**src/rtl/qwiledctrl.sv**
```systemverilog
// ---------------------------------------------------------------------------
// qwiledctrl - multi-channel LED controller (off / on / blink / PWM)
//
// A shared prescaler produces a tick every tick_div+1 clocks. Each tick
// advances a shared PWM counter. The tick on which the PWM counter wraps
// (pwm_cnt == all ones) is the "boundary". Per-channel configuration and
// blink timing only ever change at a boundary, so an LED never glitches
// mid-period.
//
// Ports
//   sys_clk   : clock
//   sys_rst   : asynchronous active-high reset
//   tick_div  : prescaler reload (tick every tick_div+1 clocks)
//   ch_mode   : 2 bits per channel, 00 off, 01 on, 10 blink, 11 PWM
//   ch_duty   : PWID bits per channel, PWM duty
//   ch_half   : BWID bits per channel, blink half-period in PWM periods - 1
//   cfg_load  : one-cycle request to apply ch_mode/ch_duty/ch_half
//   cfg_busy  : a load is pending and not yet applied
//   cfg_ack   : one-cycle pulse in the cycle after a load was applied
//   led       : registered LED drive, 1 = lit
//
// Load handshake: cfg_load is a fire-and-forget request that may be
// pulsed at any time. It sets cfg_busy, which stays high until the next
// boundary copies the inputs present in that cycle into the active config;
// cfg_ack then pulses for exactly one cycle. Further requests while busy
// merge into the same load. A request arriving in the boundary cycle
// itself is applied immediately and cfg_busy never rises.
// ---------------------------------------------------------------------------
module qwiledctrl #(
    parameter int CH   = 4,
    parameter int PWID = 8,
    parameter int DIVW = 16,
    parameter int BWID = 8
) (
    input  logic                sys_clk,
    input  logic                sys_rst,
    input  logic [DIVW-1:0]     tick_div,
    input  logic [2*CH-1:0]     ch_mode,
    input  logic [PWID*CH-1:0]  ch_duty,
    input  logic [BWID*CH-1:0]  ch_half,
    input  logic                cfg_load,
    output logic                cfg_busy,
    output logic                cfg_ack,
    output logic [CH-1:0]       led
);

    localparam logic [1:0] MODE_OFF   = 2'b00;
    localparam logic [1:0] MODE_ON    = 2'b01;
    localparam logic [1:0] MODE_BLINK = 2'b10;
    localparam logic [1:0] MODE_PWM   = 2'b11;

    logic [DIVW-1:0]           div_cnt_q, div_cnt_d;
    logic [PWID-1:0]           pwm_cnt_q, pwm_cnt_d;
    logic                      pending_q, pending_d;
    logic                      ack_q, ack_d;
    logic [CH-1:0][1:0]        mode_q, mode_d;
    logic [CH-1:0][PWID-1:0]   duty_q, duty_d;
    logic [CH-1:0][BWID-1:0]   half_q, half_d;
    logic [CH-1:0][BWID-1:0]   bcnt_q, bcnt_d;
    logic [CH-1:0]             bstate_q, bstate_d;
    logic [CH-1:0]             led_q, led_d;

    logic tick;
    logic boundary;
    logic apply;

    always_comb begin
        // Tick on equality; a count above a freshly lowered reload wraps
        // silently so the new rate starts from a clean phase.
        tick      = (div_cnt_q == tick_div);
        div_cnt_d = (div_cnt_q >= tick_div) ? '0 : div_cnt_q + 1'b1;
        pwm_cnt_d = tick ? pwm_cnt_q + 1'b1 : pwm_cnt_q;
        boundary  = tick && (pwm_cnt_q == '1);
        apply     = boundary && (pending_q || cfg_load);
        pending_d = apply ? 1'b0 : (pending_q || cfg_load);
        ack_d     = apply;

        mode_d   = mode_q;
        duty_d   = duty_q;
        half_d   = half_q;
        bcnt_d   = bcnt_q;
        bstate_d = bstate_q;
        led_d    = '0;

        for (int i = 0; i < CH; i++) begin
            if (apply) begin
                mode_d[i]   = ch_mode[2*i +: 2];
                duty_d[i]   = ch_duty[PWID*i +: PWID];
                half_d[i]   = ch_half[BWID*i +: BWID];
                bcnt_d[i]   = '0;
                bstate_d[i] = 1'b0;
            end else if (boundary && (mode_q[i] == MODE_BLINK)) begin
                if (bcnt_q[i] == half_q[i]) begin
                    bcnt_d[i]   = '0;
                    bstate_d[i] = ~bstate_q[i];
                end else begin
                    bcnt_d[i] = bcnt_q[i] + 1'b1;
                end
            end

            // LED follows the config that is active this cycle; a new
            // config shows up one cycle after it is applied.
            case (mode_q[i])
                MODE_OFF:   led_d[i] = 1'b0;
                MODE_ON:    led_d[i] = 1'b1;
                MODE_BLINK: led_d[i] = bstate_q[i];
                MODE_PWM:   led_d[i] = (pwm_cnt_q < duty_q[i]);
                default:    led_d[i] = 1'b0;
            endcase
        end
    end

    always_ff @(posedge sys_clk or posedge sys_rst) begin
        if (sys_rst) begin
            div_cnt_q <= '0;
            pwm_cnt_q <= '0;
            pending_q <= 1'b0;
            ack_q     <= 1'b0;
            mode_q    <= '0;
            duty_q    <= '0;
            half_q    <= '0;
            bcnt_q    <= '0;
            bstate_q  <= '0;
            led_q     <= '0;
        end else begin
            div_cnt_q <= div_cnt_d;
            pwm_cnt_q <= pwm_cnt_d;
            pending_q <= pending_d;
            ack_q     <= ack_d;
            mode_q    <= mode_d;
            duty_q    <= duty_d;
            half_q    <= half_d;
            bcnt_q    <= bcnt_d;
            bstate_q  <= bstate_d;
            led_q     <= led_d;
        end
    end

    assign cfg_busy = pending_q;
    assign cfg_ack  = ack_q;
    assign led      = led_q;

endmodule

```
**config.mk**
```make
export PLATFORM = sky130hd
export DESIGN_NAME = qwiledctrl
export DESIGN_NICKNAME = d
export VERILOG_FILES = /design/src/rtl/qwiledctrl.sv
export SDC_FILE = /design/constraint.sdc
export NUM_CORES = 1
export LEC_CHECK = 0
export ABC_AREA = 1
export CORE_MARGIN = 4
export CORE_UTILIZATION = 60
export DETAILED_ROUTE_END_ITERATION = 8
export PLACE_DENSITY_LB_ADDON = 0.15
export SETUP_SLACK_MARGIN = 0.05
export SLEW_MARGIN = 10
export SYNTH_ARGS = -nofsm -noshare
export SYNTH_HDL_FRONTEND = slang
export SYNTH_SLANG_ARGS = --single-unit
```
**constraint.sdc**
```tcl
create_clock -name sys_clk -period 13.6 [get_ports sys_clk]
set_input_delay 4.08 -clock sys_clk [delete_from_list [all_inputs] [get_ports sys_clk]]
set_output_delay 4.08 -clock sys_clk [all_outputs]
set_load 0.005 [all_outputs]
```
# --- Yosys cells after proc, flatten, opt, wreduce, memory -nomap -nowiden ---
# Cells that the tools add are included.
classes:
  addsub: 6
  n_mul: 0
  div: 0
  order_cmp: 5
  n_eq_ne: 18
  n_shift: 0
  muxes: 30
  bitwise_logic: 4
  n_reduce_logical: 23
ops:
  columns: ["op", "n"]
  rows:
  - ["two-way mux 8 bit", 12]
  - ["adder 8 x 1 -> 8 bit (second input constant)", 5]
  - ["equality test 8 bit", 4]
  - ["less-than comparator 8 bit", 4]
  - ["adder 16 x 1 -> 16 bit (second input constant)", 1]
  - ["equality test 16 bit", 1]
  - ["equality test 2 bit (second input constant)", 8]
  - [">= comparator 16 bit", 1]
  - ["two-way mux 16 bit", 1]
  - ["one-hot mux 1 bit (4 select lines)", 4]
  - ["nonzero test 2 bit", 8]
  - ["two-way mux 1 bit", 13]
  - ["equality test 2 x 1 -> 1 bit (second input constant)", 4]
  - ["equality test 8 bit (second input constant)", 1]
  - ["zero test 2 bit", 4]
  - ["AND reduction 2 bit", 4]
  - ["logical AND 1 bit", 6]
  - ["inverter 1 bit", 4]
  - ["logical OR 1 bit", 1]
totals:
  ff_bits: 138
  latch_bits: 0
  mem_bits_rw: 0
  rom_bits: 0
  output_inout_bits: 6
  mem_count: 0

# --- Depth between registers and ports, before layout ---
# Gate-level depths: netlist of the first run.
depth:
  word_depth: 5
  mapped_depth: 13

# --- Worst setup path after synthesis of the first run ---
# OpenSTA, ideal clock, no wires.
synth_path:
  path_kind: "input-to-reg"
  start: "input tick_div[15]"
  end: "register bstate_q[3]"
  t_arrival_ps: 5377
  t_required_ps: 13483
  setup_slack_ps: 8106
  path_stages: 13
  cell_sequence: "inv_1 -> ha_1 -> nand2_1 -> nor2_1 -> nand2_1 -> nor2_4 -> nand3_2 -> buf_4 -> buf_6 -> nand2_1 -> nand2_1 -> nand2_1 -> nand2_1"
synth_via:
  elab_chain_cells: 5
  elab_cells_between_ends: 8
  classes_between: "eq/ne: 1; mux: 1; reduce/logical: 6"
synth_rtl:
  columns: ["element", "line", "rtl"]
  rows:
  - ["from (decl)", "37", "input logic [DIVW-1:0] tick_div,"]
  - ["equality test 16 bit *", "70", "tick = (div_cnt_q == tick_div);"]
  - ["logical AND 1 bit *", "73", "boundary = tick && (pwm_cnt_q == '1);"]
  - ["logical AND 1 bit, on equally long branches", "74, 92", null]
  - ["nonzero test 2 bit (no source line)", null, null]
  - ["AND reduction 2 bit (no source line)", null, null]
  - ["to (signal assigned)", "134", "bstate_q <= bstate_d;"]
  - ["to (decl)", "60", "logic [CH-1:0] bstate_q, bstate_d;"]
# Every way passes the cells marked *; elsewhere a longest branch is shown, timed or not.
# A chain may end at the register's enable or synchronous reset.

# --- Worst setup path after layout of the first run ---
layout_path:
  start: "input tick_div[15]"
  end: "register half_q[4] (netlist name)"
layout_via:
  elab_chain_cells: 3
layout_rtl:
  columns: ["element", "line", "rtl"]
  rows:
  - ["equality test 16 bit", "70", null]
  - ["logical AND 1 bit", "73", null]
  - ["logical AND 1 bit", "74", "apply = boundary && (pending_q || cfg_load);"]
  - ["to (signal assigned)", "132", "half_q <= half_d;"]
  - ["to (decl)", "58", "logic [CH-1:0][BWID-1:0] half_q, half_d;"]
# Every way passes these cells.

==> run_results.csv, run 1 <==
group,metric,value,unit
clock_tree,clkLatencyLatePin,0.43,ns
route,drtIter0Drc,523,
floorplanning,initial_core_util,61.9,%
finish,stdcell_count,1415,
route,drt-total-wl,17.6,mm
timing,max_freq,0.127,GHz
clock_tree,post_cts_resized,0,
finish,mostFrequentLayoutCells,"nand2_1 (422), inv_1 (169), dfrtp_1 (138)",
place,dpl.hpwl,12.3,mm
clock_tree,htreeDepth,4,
timing,rsz0062_at_grt,"no",
clock_tree,cts_tree,"yes",
power,ir_drop,0.0000884,V
power,powerDensity,95.6,nW/µm²
finish,nets,1368,
yosys,synth_cells,1143,
min_path,min_to,"div_cnt_q[0]",
floorplanning,boundaryPins,97,
critical_path,r2r_slack,9.42,ns
yosys,yosys.area.top_type_share,41.6,%
timing,period_needed,7.88,ns
timing,maxSlewHeadroom,31.5,%
place,port_buffers,96,
critical_path,endpoint_kind,"flop",
route,vias,7070,
finish,post_route_cells_drive_above_1_share,2.58,%
critical_path,start_kind,"input port",
run,drv_cap,0,
power,leakage,5.22,nW
finish,final_common_cell,"nand2_1",
yosys,synth_cell_types,29,
clock_tree,cts_buffer_depth,2,
outcome,status,"completed",
yosys,yosys_warnings,0,
global_routing,antenna_found_initial,0,
yosys,netlist_area,8290,µm²
critical_path,critPathKind,"in2reg",
min_path,min_path_type,"reg2reg",
route,post_drt_wl_per_cell,12.4,µm
finish,antennaDiodeCount,0,
yosys,synth_area_leaders,"dfrtp_1 (42%), nand2_1 (19%), inv_1 (7.7%)",
clock_tree,path_clk_slew,0.05,ns
critical_path,critical_path.reg2reg.endpoint,"half_q[4]",
global_routing,grt_use_total,23.3,%
clock_tree,cts.sinks,138,
route,drt-vias-per-instance,5.00,
finish,nFillCells,1088,
min_path,hp-start,"div_cnt_q[0]",
floorplanning,rows,42,
floorplanning,core-area,13400,µm²
global_routing,grt_pass1_vias,6862,
route,post-route-drc-count,0,
route,drtPass1Iterations,5,
floorplanning,die_w,126,µm
timing,hold_violations,0,
timing,setup_tns,0,ns
yosys,syn_nets,1284,
floorplanning,dieArea,15800,µm²
floorplanning,die_y,126,µm
finish,syn_to_final_growth,18.6,%
timing,final-setup-viol-count,0,
place,gp_congestion,0.832,
yosys,yosysSeqAreaShare,41.6,%
critical_path,cp.arrival,8.22,ns
clock_tree,post_cts_buffers,0,
timing,finalMaxSlewViolations,0,
clock_tree,cts_root_buffer,"clkbuf_16",
clock_tree,cts_hold_buffers,0,
route,ant_nets,0,
global_routing,grt_max_degree,108,
clock_tree,cts_buffers,17,
min_path,hold_depth,1,
critical_path,cp_max_fo,107,
timing,fin_crit_sh,58.0,%
critical_path,cp.required,13.94,ns
timing,worst_slew_pin_slew,1.03,ns
yosys,yosysTopAreaCell,"dfrtp_1",
critical_path,r2r-start,"div_cnt_q[7]",
global_routing,grt_first_pass_wirelength,30.5,mm
place,dpl.cell_count,1384,
timing,skew,0.0113,ns
yosys,synth.avg_cell_area,7.26,µm²
critical_path,ff2ff_path_depth,10,
global_routing,overflow,0,
yosys,ys_ff_latch,138,
[per-stage QoR]
stage / worst slack (ns) / utilization (%) / power [mW] / hold WS [ns] / cell area, µm²
2_1_floorplan: 5.82 / - / 0.472 / 0.454 / 8290
3_3_place_gp: 5.39 / 69.3 / 0.508 / 0.479 / 9280
3_5_place_dp: 5.32 / 69.3 / 0.512 / 0.481 / 9280
4_1_cts: 5.74 / 73.4 / 0.949 / 0.488 / 9840
5_1_grt: 5.35 / 73.4 / 0.979 / 0.537 / 9840
6_report: 5.72 / 73.4 / 0.940 / 0.493 / 9840
[layer usage]
layer | track usage [%] | share of wire (%) | vias to the layer above
met4 | 6.63 | 1.2 | 0
met5 | 0 | 0 | -
li1 | - | - | 3703
met2 | 39.3 | 48 | 117
met1 | 29.7 | 46 | 3231
met3 | 5.88 | 4.1 | 19
[critical path: stages]
cell             delay (ns)
clkdlybuf4s50_1        0.46
inv_1                  0.04
ha_1                   0.29
nand2_1                0.07
nor2_1                 0.13
nand2_1                0.11
nor2_4                 0.35
nand3_2                0.83
inv_4                  0.63
buf_4                  0.85
nand2_1                0.19
o21ai_1                0.13
[where the power goes]
part / switching [mW] / leakage (nW) / internal (mW)
Clock: 0.161 / 0.269 / 0.275
Sequential: 0.0114 / 1.52 / 0.420
Combinational: 0.0322 / 3.43 / 0.0399
Total: 0.205 / 5.22 / 0.735
[flip-flops by register name (all words and copies together) (netlist names)]
name	cells
cfg_busy	1
pwm_cnt_q	8
cfg_ack	1
half_q	32
mode_q	8
duty_q	32
bstate_q	4
bcnt_q	32
led	4
div_cnt_q	16
[final cells by class]
class	instances	area [µm²]	share of cell area [%]
Multi-Input combinational cell	799	3980	40.4
Sequential cell	138	3450	35.1
Timing Repair Buffer	98	976	9.92
Inverter	173	657	6.68
Clock buffer	30	524	5.33
Tap cell	176	220	2.24
Clock inverter	1	30.0	0.305
[synth_stat cells]
library cell / number
nor3_1: 3
xor2_1: 30
o21ai_0: 25
o22ai_1: 1
inv_1: 170
nand3_2: 2
a21boi_0: 1
a21oi_1: 18
nand4_1: 25
nand2_2: 1
nand3b_1: 1
nand2_1: 422
nor3_4: 1
clkbuf_1: 11
nand3_1: 47
and3_1: 1
buf_2: 10
dfrtp_1: 138
buf_4: 3
clkinv_1: 2
nor2_1: 94
xnor2_1: 13
o21bai_1: 2
inv_2: 1
nor2_4: 1
ha_1: 50
o21a_1: 5
o21ai_1: 56
buf_6: 9
[logic make-up (layout without fill, tap and decap cells)]
kind of cell	Yosys count	after routing	synth area share, %
AOI/OAI and AO/OA	108	108	6.77
xor gates and xnor gates	43	43	4.54
adders and majority gates	50	50	7.54
buffers and inverters	206	302	10.4
DFF	138	138	41.6
and+or+nand+nor	598	598	29.1
[worst max path at each step]
stage,from,to,slack [ns]
floorplan,sys_rst,bcnt_q[0],5.82
global placement,tick_div[15],half_q[4],5.39
detailed placement,tick_div[15],half_q[4],5.32
CTS,tick_div[15],half_q[4],5.74
global route,tick_div[7],duty_q[23],5.35
finish,tick_div[15],half_q[4],5.72
No activity file was read; power rests on OpenSTA's default activity.
==> run 2: changes to the inputs <==
--- a/config.mk
+++ b/config.mk
@@ -7,7 +7,7 @@
 export LEC_CHECK = 0
 export ABC_AREA = 1
 export CORE_MARGIN = 4
-export CORE_UTILIZATION = 60
+export CORE_UTILIZATION = 57
 export DETAILED_ROUTE_END_ITERATION = 8
 export PLACE_DENSITY_LB_ADDON = 0.15
 export SETUP_SLACK_MARGIN = 0.05
==> constraint.sdc (replaced) <==
create_clock -name sys_clk -period 8.2 [get_ports sys_clk]
set_input_delay 2.46 -clock sys_clk [delete_from_list [all_inputs] [get_ports sys_clk]]
set_output_delay 2.46 -clock sys_clk [all_outputs]
set_load 0.005 [all_outputs]
==> run 2 against run 1 <==
Net effect: final cell count grew 0.14%; first-iteration DRC count down 15%; worst hold slack better by 0.0075 ns; critical endpoint is now duty_q[1].
==> run_results.csv, run 2 (synthesis results as in run 1) <==
group,metric,value,unit
outcome,status,"completed",
global_routing,grt_max_degree,80,
global_routing,overflow,0,
place,port_buffers,96,
place,dp_slack,2.63,ns
power,share_comb_of_total_power,7.6,%
route,drt-vias-per-instance,5.00,
critical_path,start_kind,"input port",
power,power.internal,1.22,mW
timing,worst_slew_pin_slew,0.780,ns
timing,hold_violations,0,
min_path,hp-start,"bstate_q[3]",
timing,setup_slack,3.01,ns
finish,multi_input_area,3980,µm²
finish,nets,1369,
timing,maxSlewHeadroom,48.0,%
floorplanning,core-area,14000,µm²
critical_path,r2r_slack,5.09,ns
power,switching_share,21.6,%
finish,final_cell_area,9860,µm²
global_routing,grt_use_total,22.3,%
timing,setup_tns,0,ns
critical_path,cp.arrival,5.52,ns
clock_tree,clkLatencyLatePin,0.42,ns
clock_tree,cts_hold_buffers,0,
place,dpl.hpwl,12.3,mm
route,ant_nets,0,
global_routing,antenna_found_initial,0,
min_path,hold_depth,2,
finish,post_route_cells_drive_above_1_share,2.83,%
finish,final_util,70.2,%
timing,fin_crit_sh,63.3,%
timing,max_freq,0.193,GHz
critical_path,critPathKind,"in2reg",
critical_path,endpoint_kind,"flop",
clock_tree,post_cts_resized,0,
finish,syn_to_final_growth,18.9,%
clock_tree,htreeDepth,4,
global_routing,grt_first_pass_wirelength,30.2,mm
min_path,min_path_type,"reg2reg",
floorplanning,dieArea,16500,µm²
route,drtIter0Drc,443,
floorplanning,die_y,129,µm
clock_tree,cts_root_buffer,"clkbuf_16",
clock_tree,path_clk_slew,0.06,ns
route,post-route-drc-count,0,
floorplanning,boundaryPins,97,
power,powerDensity,158,nW/µm²
critical_path,ff2ff_path_depth,11,
clock_tree,cts_buffers,17,
floorplanning,initial_core_util,59.1,%
min_path,min_to,"bstate_q[3]",
power,p_clk_share,46.5,%
place,gp_congestion,0.841,
finish,antennaDiodeCount,0,
run,drv_cap,0,
clock_tree,cts.sinks,138,
place,place_area,9310,µm²
floorplanning,rows,43,
clock_tree,cts_buffer_depth,2,
timing,final-setup-viol-count,0,
route,drtPass1Iterations,5,
finish,seq_area,3450,µm²
timing,finalMaxSlewViolations,0,
timing,rsz0062_at_grt,"no",
power,leakage,5.23,nW
critical_path,r2r-start,"div_cnt_q[7]",
critical_path,cp.required,8.53,ns
critical_path,cp_max_fo,79,
clock_tree,post_cts_buffers,0,
critical_path,critical_path.reg2reg.endpoint,"duty_q[1]",
route,post_drt_wl_per_cell,12.3,µm
power,ir_drop,0.000194,V
finish,largestRegisters,"bcnt_q (32), duty_q (32), half_q (32)",
finish,nFillCells,1169,
route,vias,7084,
finish,final_common_cell,"nand2_1",
power,pwr-share-seq,45.9,%
global_routing,grt_pass1_vias,6735,
power,p_switching,0.336,mW
floorplanning,die_w,129,µm
clock_tree,cts_tree,"yes",
route,drt-total-wl,17.4,mm
timing,skew,0.00675,ns
finish,mostFrequentLayoutCells,"nand2_1 (422), inv_1 (169), dfrtp_1 (138)",
timing,period_needed,5.19,ns
[run 2: layout make-up]
class / count / area share [%]
clock inverter: 2 / 0.355
inverter: 173 / 6.66
sequential: 138 / 35.0
tap: 180 / 2.28
multi-input combinational: 799 / 40.3
clock buffer: 26 / 5.27
timing repair buffer: 99 / 10.1
[run 2: per-layer routing]
layer / vias up / routed length (µm) / GRT usage (%)
met2: 119 / 8220 / 36.9
met3: 28 / 798 / 5.15
met4: 0 / 280 / 6.55
met5: - / 0 / 0
li1: 3705 / - / -
met1: 3232 / 8140 / 29.6
[run 2: how the worst max path moves through the flow]
| stage | slack [ns] | cells past startpoint | endpoint | from |
|---|---|---|---|---|
| 2_1_floorplan | 2.04 | 1 | bcnt_q[0] | sys_rst |
| 3_3_place_gp | 2.73 | 12 | duty_q[8] | tick_div[7] |
| 3_5_place_dp | 2.63 | 13 | duty_q[1] | tick_div[15] |
| 4_1_cts | 3.04 | 13 | duty_q[1] | tick_div[7] |
| 5_1_grt | 2.77 | 13 | mode_q[5] | tick_div[7] |
| 6_report | 3.01 | 13 | duty_q[1] | tick_div[7] |
[run 2: per-stage QoR]
step | power [mW] | hold WS, ns | cells
floorplan | 0.783 | 0.454 | 1143
global placement | 0.843 | 0.481 | 1389
detailed placement | 0.846 | 0.485 | 1389
CTS | 1.57 | 0.494 | 1417
global route | 1.62 | 0.502 | 1417
finish | 1.56 | 0.500 | 1417
[run 2: power groups by stage]
| stage | Clock (mW) | Combinational [mW] | Sequential [mW] |
|---|---|---|---|
| finish | 0.724 | 0.118 | 0.715 |
| global route | 0.762 | 0.137 | 0.718 |
| CTS | 0.737 | 0.120 | 0.715 |
| detailed placement | 0 | 0.119 | 0.727 |
| global placement | 0 | 0.117 | 0.726 |
| floorplan | 0 | 0.0597 | 0.723 |
[run 2: worst max-delay path: stages]
cell,delay (ns)
clkdlybuf4s50_1,0.45
inv_1,0.04
ha_1,0.28
nand2_1,0.07
nor2_1,0.15
nand2_1,0.13
nor2_4,0.32
nand3_2,0.09
buf_4,0.30
inv_4,0.64
buf_12,0.34
nand2_1,0.09
o21ai_1,0.10
